<file path="src/rtl/omsp_sm_slot_ctrl.sv">
// Protected-module slot controller: owns slot enable bits/IDs, serialises create/destroy, tracks executing SM ID.
// Latency: create done NB_SMS+1 cycles after accept (fixed, one slot checked per cycle); destroy done 1 cycle after accept.
// Backpressure: req_ready is high only in IDLE; req_valid seen in any other state is ignored.
module omsp_sm_slot_ctrl #(
   parameter int NB_SMS   = 4,
   parameter int ID_WIDTH = 16,
   localparam int IDX_W   = (NB_SMS > 1) ? $clog2(NB_SMS) : 1
) (
   input  logic                mclk,
   input  logic                puc_rst,
   input  logic                req_valid,
   input  logic                req_enable,
   output logic                req_ready,
   output logic [IDX_W-1:0]    check_idx,
   output logic                check_en,
   input  logic                check_overlap,
   input  logic [NB_SMS-1:0]   slot_executing,
   input  logic                handling_irq,
   input  logic [3:0]          irq_num,
   output logic [NB_SMS-1:0]   slot_update,
   output logic [NB_SMS-1:0]   slot_disable,
   output logic [ID_WIDTH-1:0] assigned_id,
   output logic                done,
   output logic [2:0]          status,
   output logic [NB_SMS-1:0]   slot_enabled,
   output logic [IDX_W:0]      free_count,
   output logic [ID_WIDTH-1:0] sm_current_id,
   output logic [ID_WIDTH-1:0] sm_prev_id,
   output logic                id_exhausted
);

   // IRQ handlers use the top 16 IDs, so SM IDs must stay below this value.
   localparam logic [ID_WIDTH-1:0] IRQ_ID_BASE = {{(ID_WIDTH-4){1'b1}}, 4'b0000};
   localparam logic [IDX_W-1:0]    LAST_IDX    = IDX_W'(NB_SMS - 1);
   localparam logic [2:0] ST_OK   = 3'd0;
   localparam logic [2:0] ST_OVL  = 3'd1;
   localparam logic [2:0] ST_FULL = 3'd2;
   localparam logic [2:0] ST_EXH  = 3'd3;
   localparam logic [2:0] ST_NIS  = 3'd4;

   typedef enum logic [1:0] {S_IDLE, S_SCAN, S_DONE} state_t;

   state_t              state, next_state;
   logic [IDX_W-1:0]    idx, first_free, ff_nxt, dst_idx;
   logic                ovl_flag, ff_found, ovl_nxt, ff_found_nxt, dst_hit;
   logic [NB_SMS-1:0]   ff_onehot, dst_onehot;
   logic [2:0]          scan_status;
   logic [ID_WIDTH-1:0] next_id, prev_cycle_id;
   logic [ID_WIDTH-1:0] slot_id [NB_SMS];

   // State register.
   always_ff @(posedge mclk) begin
      if (puc_rst) state <= S_IDLE;
      else         state <= next_state;
   end

   // Next-state and handshake/scan-port outputs.
   always_comb begin
      next_state = state;
      req_ready  = 1'b0;
      check_en   = 1'b0;
      check_idx  = idx;
      case (state)
         S_IDLE: begin
            req_ready = 1'b1;
            if (req_valid) next_state = req_enable ? S_SCAN : S_DONE;
         end
         S_SCAN: begin
            check_en = 1'b1;
            if (idx == LAST_IDX) next_state = S_DONE;
         end
         default: next_state = S_IDLE;
      endcase
   end

   // Scan accumulators including the slot under check this cycle, and the resulting create status.
   always_comb begin
      ovl_nxt      = ovl_flag | (slot_enabled[idx] & check_overlap);
      ff_found_nxt = ff_found | ~slot_enabled[idx];
      ff_nxt       = (!ff_found && !slot_enabled[idx]) ? idx : first_free;
      if (ovl_nxt)                   scan_status = ST_OVL;
      else if (!ff_found_nxt)        scan_status = ST_FULL;
      else if (next_id == IRQ_ID_BASE) scan_status = ST_EXH;
      else                           scan_status = ST_OK;
   end

   // Destroy target: lowest enabled slot that is currently executing.
   always_comb begin
      dst_hit = 1'b0;
      dst_idx = '0;
      for (int i = NB_SMS - 1; i >= 0; i--) begin
         if (slot_executing[i] & slot_enabled[i]) begin
            dst_hit = 1'b1;
            dst_idx = IDX_W'(i);
         end
      end
   end

   // One-hot decodes for the slot pulses.
   always_comb begin
      for (int i = 0; i < NB_SMS; i++) begin
         ff_onehot[i]  = (ff_nxt  == IDX_W'(i));
         dst_onehot[i] = (dst_idx == IDX_W'(i));
      end
   end

   // Currently executing SM ID: IRQ handlers take priority, then the lowest executing enabled slot.
   always_comb begin
      sm_current_id = '0;
      for (int i = NB_SMS - 1; i >= 0; i--) begin
         if (slot_executing[i] & slot_enabled[i]) sm_current_id = slot_id[i];
      end
      if (handling_irq) sm_current_id = IRQ_ID_BASE | {{(ID_WIDTH-4){1'b0}}, irq_num};
   end

   // Free slots derived from the enable bits so the two can never disagree.
   always_comb begin
      free_count = (IDX_W+1)'(NB_SMS);
      for (int i = 0; i < NB_SMS; i++) begin
         if (slot_enabled[i]) free_count = free_count - (IDX_W+1)'(1);
      end
   end

   // Datapath: scan bookkeeping, registered results, slot array, ID allocation and prev-ID tracking.
   always_ff @(posedge mclk) begin
      if (puc_rst) begin
         idx           <= '0;
         first_free    <= '0;
         ovl_flag      <= 1'b0;
         ff_found      <= 1'b0;
         slot_update   <= '0;
         slot_disable  <= '0;
         done          <= 1'b0;
         status        <= ST_OK;
         assigned_id   <= '0;
         slot_enabled  <= '0;
         next_id       <= ID_WIDTH'(1);
         id_exhausted  <= 1'b0;
         prev_cycle_id <= '0;
         sm_prev_id    <= '0;
         for (int i = 0; i < NB_SMS; i++) slot_id[i] <= '0;
      end else begin
         done         <= 1'b0;
         slot_update  <= '0;
         slot_disable <= '0;

         prev_cycle_id <= sm_current_id;
         if (prev_cycle_id != sm_current_id) sm_prev_id <= prev_cycle_id;

         id_exhausted <= id_exhausted | (next_id == IRQ_ID_BASE);

         // Pulses issued in DONE take effect at the end of that cycle.
         for (int i = 0; i < NB_SMS; i++) begin
            if (slot_update[i]) begin
               slot_enabled[i] <= 1'b1;
               slot_id[i]      <= assigned_id;
            end
            if (slot_disable[i]) begin
               slot_enabled[i] <= 1'b0;
               slot_id[i]      <= '0;
            end
         end
         if ((|slot_update) && (next_id != IRQ_ID_BASE)) next_id <= next_id + ID_WIDTH'(1);

         case (state)
            S_IDLE: begin
               if (req_valid) begin
                  if (req_enable) begin
                     idx        <= '0;
                     first_free <= '0;
                     ovl_flag   <= 1'b0;
                     ff_found   <= 1'b0;
                  end else begin
                     done <= 1'b1;
                     if (dst_hit) begin
                        status       <= ST_OK;
                        slot_disable <= dst_onehot;
                     end else begin
                        status <= ST_NIS;
                     end
                  end
               end
            end
            S_SCAN: begin
               ovl_flag   <= ovl_nxt;
               ff_found   <= ff_found_nxt;
               first_free <= ff_nxt;
               idx        <= idx + IDX_W'(1);
               if (idx == LAST_IDX) begin
                  done   <= 1'b1;
                  status <= scan_status;
                  if (scan_status == ST_OK) begin
                     slot_update <= ff_onehot;
                     assigned_id <= next_id;
                  end
               end
            end
            default: ;
         endcase
      end
   end

endmodule

</file>
<file path="config.mk">
export PLATFORM = sky130hd
export DESIGN_NAME = omsp_sm_slot_ctrl
export DESIGN_NICKNAME = d
export VERILOG_FILES = /design/src/rtl/omsp_sm_slot_ctrl.sv
export SDC_FILE = /design/constraint.sdc
export NUM_CORES = 1
export LEC_CHECK = 0
export BUFFER_PORTS_ARGS = -buffer_cell sky130_fd_sc_hd__buf_2
export CAP_MARGIN = 20
export CORE_UTILIZATION = 35
export DETAILED_ROUTE_END_ITERATION = 8
export GPL_TIMING_DRIVEN = 0
export PLACE_DENSITY = 0.53
export SETUP_SLACK_MARGIN = 0.1
export SLEW_MARGIN = 5
export SYNTH_ARGS = -nofsm -noshare
export SYNTH_HDL_FRONTEND = slang
export SYNTH_SLANG_ARGS = --single-unit
</file>
<file path="constraint.sdc">
create_clock -name mclk -period 4.1 [get_ports mclk]
set_clock_uncertainty 0.1 [all_clocks]
set_input_delay 0.82 -clock mclk [delete_from_list [all_inputs] [get_ports mclk]]
set_output_delay 0.82 -clock mclk [all_outputs]
set_load 0.03 [all_outputs]
</file>
==> impl_metrics.tcl, run 1 <==
set metrics [dict create \
    run_status "finished clean" \
    cts_hold_buf 0 \
    cp_top_family "buffers and inverters" \
    wirelength_um 17600 \
    synth_flop_cell "dfxtp_1" \
    seqPwrFrac 0.502 \
    synth_seq_area_share 0.538 \
    synthAdderAreaFrac 0.0138 \
    drtAntennaViolNets 0 \
    synth_seq_cells 153 \
    yosysMostFrequentCell "dfxtp_1" \
    vias 5082 \
    peakVddDrop_uv 306 \
    drc 0 \
    worstPathMaxFanout 10 \
    dpl.hpwl_um 13300 \
    rsz0062_at_grt "false" \
    hold_ws_ps 346 \
    clock_latency_ps 420 \
    drtIter0Drc 257 \
    ff2ff_setup_slack_ps 640 \
    clk_pin_slew_ps 60 \
    ys_top_cells_by_count "dfxtp_1, and2_1, nor2_1" \
    async_reset_ff_frac 0 \
    p_sw_mw 0.747 \
    synth_top_area_cell "edfxtp_1" \
    grt_first_pass_wirelength_um 27400 \
    initial_core_util 0.362 \
    post_cts_resized 0 \
    swShare 0.228 \
    gp_congestion 0.848 \
    ioPinCount 86 \
    rows 50 \
    post_cts_buffers 0 \
    slew_violations 0 \
    cts_max_path_buffers 2 \
    tightestPinTransition_ps 793 \
    syn_avg_cell_area_um2 10.4 \
    grt_overflow 0 \
    synth_top_area_share 0.279 \
    p_comb_frac 0.058 \
    die-area_um2 20200 \
    crit_buf_inv 3 \
    portBuffers 84 \
    crit_path_start_kind "input pin" \
    diodes 0 \
    clkPwrFrac 0.440 \
    synth_enable_flop_cells 64 \
    track_usage 0.182 \
    cts.sinks 153 \
    die_width_um 142 \
    cp.arrival_ps 2660 \
    period_minus_slack_ps 3580 \
    slew-limit-headroom 0.464 \
    nNetsFinal 789 \
    power_leakage_nw 3.29 \
    synthXorXnorAreaFrac 0.0280 \
    finalSetupViolations 0 \
    synth_mux_area_frac 0.0574 \
    holdCritPathClass "reg2reg" \
    vias_per_cell 4.88 \
    synth_compound_area_frac 0.101 \
    cp.required_ps 3180 \
    place_inst 1009 \
    min_period_over_period 0.874 \
    cts_tree "yes" \
    fmax_mhz 279 \
    cpMaxStageDelayCell "clkbuf_1" \
    powerDensity_nw_per_um2 401 \
    area_delta_synth_final_pct 18.8 \
    core_region_area_um2 19000 \
    synthCells 665 \
    p_int_mw 2.53 \
    synthSimpleGateAreaFrac 0.226 \
    grt_pass1_vias 4963 \
    critPathCaptureType "output pin" \
    synthesis.nets 686 \
    synth_top_family_by_area "simple AND/OR/NAND/NOR gates" \
    path_class "in2out" \
    yosysWarnings 0 \
    synth_cell_types 64 \
    fp.dieH_um 142 \
    grt_start_max_net_pins 17 \
    synth_area_leaders "edfxtp_1, dfxtp_1, and2_1, mux2i_1, nor2_1" \
    setup_tns_ps 0 \
    syn_area_um2 6880 \
    drive_gt1_frac 0.179 \
    fin_util 0.430 \
    root_buffer "clkbuf_16" \
    hold_viol 0 \
    finalNonFillerCells 1041 \
    h-tree-depth 4 \
    cp_cell_sequence "buf_2 -> nand2_1 -> clkbuf_1 -> o21ai_0 -> o21ai_0 -> buf_2" \
    max_stage_delay_ps 470 \
    routedWlPerCell_um 17.0 \
    cts_buffers 17 \
    antenna_found_initial 0 \
    cap_violations 0 \
    first_pass_iters 4 \
]
[metrics by stage]
| stage | power, mW | instance area, um^2 | setup slack (ps) |
|---|---|---|---|
| 3_3_place_gp | 1.87 | 7630 | 139 |
| 5_1_grt | 3.39 | 8180 | 290 |
| 4_1_cts | 3.31 | 8180 | 479 |
| 6_report | 3.28 | 8180 | 518 |
| 2_1_floorplan | 1.80 | 6880 | 405 |
| 3_5_place_dp | 1.87 | 7630 | 121 |
[cells in the final DEF, fill, tap and decap left out, types with 3 or more instances in the layout]
cell and instances:
a21oi_1 37, a221oi_1 3, a22oi_1 4, a311oi_1 5
and2_1 70, and3_1 10, buf_1 3, buf_2 89
buf_6 5, clkbuf_1 24, clkbuf_16 17, clkbuf_8 5
clkinv_2 4, clkinvlp_4 3, dfxtp_1 89, edfxtp_1 64
ha_1 6, inv_1 17, mux2i_1 35, nand2_1 24
nand2b_1 36, nand3_1 11, nor2_1 67, nor2b_1 15
nor3_1 16, nor3b_1 5, o21ai_0 31, o21ai_1 4
o22ai_1 4, or3_1 12, xnor2_1 10, xor2_1 12
[power by group through the flow]
stage	clock network [mW]	logic, mW	registers [mW]
2_1_floorplan	0	0.115	1.69
4_1_cts	1.47	0.193	1.65
3_3_place_gp	0	0.190	1.68
5_1_grt	1.53	0.208	1.65
3_5_place_dp	0	0.192	1.68
6_report	1.44	0.190	1.65
[path summary, 6_finish.rpt]
| check | from | end | cells past startpoint |
|---|---|---|---|
| setup / recovery | slot_executing[1] | sm_current_id[13] | 6 |
| hold / removal | id_exhausted | id_exhausted | 2 |
| setup reg to reg | slot_enabled[1] | sm_prev_id[3] | 10 |
| hold reg to reg | id_exhausted | id_exhausted | 2 |
[layer usage]
layer	global-route usage	up-vias	routed length, um
met5	0	-	0
met4	0.0741	0	350
met3	0.0380	24	634
met2	0.299	110	8380
met1	0.232	2418	8280
li1	-	2530	-
[registers in the layout, summed over array words and instances (netlist names)]
name,cells
slot_enabled,4
assigned_id,16
slot_disable,4
slot_id,64
next_id,16
status,3
prev_cycle_id,16
state,2
slot_update,4
done,1
sm_prev_id,16
first_free,2
ovl_flag,1
ff_found,1
check_idx,2
id_exhausted,1
[kinds of logic after synthesis]
family	after synthesis
adders and majority gates	7
and+or+nand+nor	283
DFF	153
muxes	38
AOI/OAI and AO/OA	109
xor gates and xnor gates	22
buffers and inverters	53
[final cells by class]
| class | instances | area (um^2) |
|---|---|---|
| inverter | 18 | 67.6 |
| clock buffer | 25 | 505 |
| multi-input combinational | 459 | 2930 |
| buffer | 35 | 179 |
| fill | 1884 | 10800 |
| tap | 260 | 325 |
| clock inverter | 7 | 42.5 |
| timing repair buffer | 84 | 420 |
| sequential | 153 | 3700 |
[worst min-delay path, delay by kind of cell, from the launching register on]
family	cells	cell delay [ps]
AOI/OAI and AO/OA	1	50
DFF	1	310
buffers and inverters	1	40
No activity file was read; power rests on OpenSTA's default activity.
==> inputs of run 2 (changes only) <==
- CORE_UTILIZATION: 35 -> 55
- PLACE_DENSITY: 0.53 -> 0.76
==> impl_metrics.tcl, run 2 (synthesis gave the netlist of run 1 again) <==
set metrics [dict create \
    ff2ff_setup_slack_ps 690 \
    hold_ws_ps 349 \
    grt_pass1_vias 5209 \
    drtAntennaViolNets 0 \
    cts_max_path_buffers 2 \
    drtIter0Drc 285 \
    rsz0062_at_grt "false" \
    routedWlPerCell_um 16.8 \
    cp_cell_sequence "buf_2 -> nand2_1 -> clkbuf_1 -> o21ai_0 -> o21ai_0 -> xor2_1 -> nor2_1 -> nand4_2 -> nor4_4 -> buf_6 -> mux2i_1" \
    slew_violations 0 \
    ioPinCount 86 \
    power_leakage_nw 3.30 \
    clk_pin_slew_ps 60 \
    p_comb_frac 0.056 \
    cts_hold_buf 0 \
    post_cts_resized 0 \
    fmax_mhz 292 \
    largest_reg_flops 64 \
    p_sw_mw 0.794 \
    track_usage 0.257 \
    gp_congestion 0.887 \
    finalNonFillerCells 949 \
    swShare 0.235 \
    clkPwrFrac 0.458 \
    place_inst 917 \
    fin_util 0.670 \
    fin_ws_ps 677 \
    placed_cell_area_um2 7510 \
    worstPathMaxFanout 10 \
    tightestPinTransition_ps 782 \
    cts.sinks 153 \
    diodes 0 \
    grt_first_pass_wirelength_um 25400 \
    cpMaxStageDelayCell "nor4_4" \
    initial_core_util 0.568 \
    run_status "finished clean" \
    period_minus_slack_ps 3420 \
    cp.arrival_ps 3670 \
    finalSetupViolations 0 \
    first_pass_iters 5 \
    p_int_mw 2.59 \
    max_stage_delay_ps 630 \
    core_region_area_um2 12100 \
    setup_tns_ps 0 \
    clock_latency_ps 430 \
    seqPwrFrac 0.486 \
    slew-limit-headroom 0.472 \
    dpl.hpwl_um 11800 \
    critPathCaptureType "register" \
    cts_tree "yes" \
    die-area_um2 13000 \
    cap_violations 0 \
    pre_cts_ws_ps 163 \
    grt_start_max_net_pins 17 \
    powerDensity_nw_per_um2 417 \
    area_delta_synth_final_pct 17.8 \
    vias_per_cell 5.46 \
    wirelength_um 15900 \
    drive_gt1_frac 0.183 \
    vias 5181 \
    fp.dieH_um 114 \
    hold_viol 0 \
    fillers 944 \
    post_cts_buffers 0 \
    portBuffers 84 \
    die_width_um 114 \
    grt_overflow 0 \
    nNetsFinal 789 \
    drc 0 \
    stdcell_area_um2 8110 \
    cts_buffers 17 \
    final_cell_mix "buf_2, dfxtp_1, and2_1, nor2_1, edfxtp_1" \
    min_period_over_period 0.835 \
    cp.required_ps 4350 \
    root_buffer "clkbuf_16" \
    peakVddDrop_uv 263 \
    h-tree-depth 4 \
    top_register "slot_id" \
    holdCritPathClass "reg2reg" \
    crit_path_start_kind "input pin" \
    antenna_found_initial 0 \
    total_power_mw 3.38 \
    path_class "in2reg" \
    critPathMostFrequentCell "o21ai_0" \
    rows 40 \
]
[run 2: final cells by class]
type	count	area (um^2)	area share
Clock buffer	17	425	0.0525
Timing Repair Buffer	84	420	0.0518
Inverter	18	67.6	0.00833
Multi-Input combinational cell	459	2930	0.362
Clock inverter	15	170	0.0210
Sequential cell	153	3700	0.457
Tap cell	168	210	0.0259
Buffer	35	179	0.0221
[run 2: path summary, 6_finish.rpt]
path | startpoint | end | cells past startpoint
worst min register to register | id_exhausted | id_exhausted | 2
worst max register to register | slot_enabled[1] | sm_prev_id[14] | 11
worst min-delay path | id_exhausted | id_exhausted | 2
worst max-delay path | slot_executing[1] | sm_prev_id[14] | 11
[run 2: power groups by stage]
| stage | Clock [mW] | Combinational [mW] | Sequential (mW) |
|---|---|---|---|
| finish | 1.55 | 0.188 | 1.65 |
| global route | 1.62 | 0.205 | 1.65 |
| CTS | 1.56 | 0.189 | 1.64 |
| global placement | 0 | 0.183 | 1.68 |
| detailed placement | 0 | 0.188 | 1.68 |
| floorplan | 0 | 0.115 | 1.69 |
[run 2: per-layer routing]
layer / vias up / routed length [um] / global-route usage
met1: 2440 / 6900 / 0.304
met2: 172 / 8000 / 0.456
met5: - / 0 / 0
met4: 0 / 346 / 0.114
li1: 2538 / - / -
met3: 31 / 688 / 0.0494
[run 2: critical path, delay by kind of cell]
kind / cells / cell delay, ps
and+or+nand+nor: 4 / 1180
buffers and inverters: 3 / 790
AOI/OAI and AO/OA: 2 / 500
muxes: 1 / 210
xor gates and xnor gates: 1 / 150
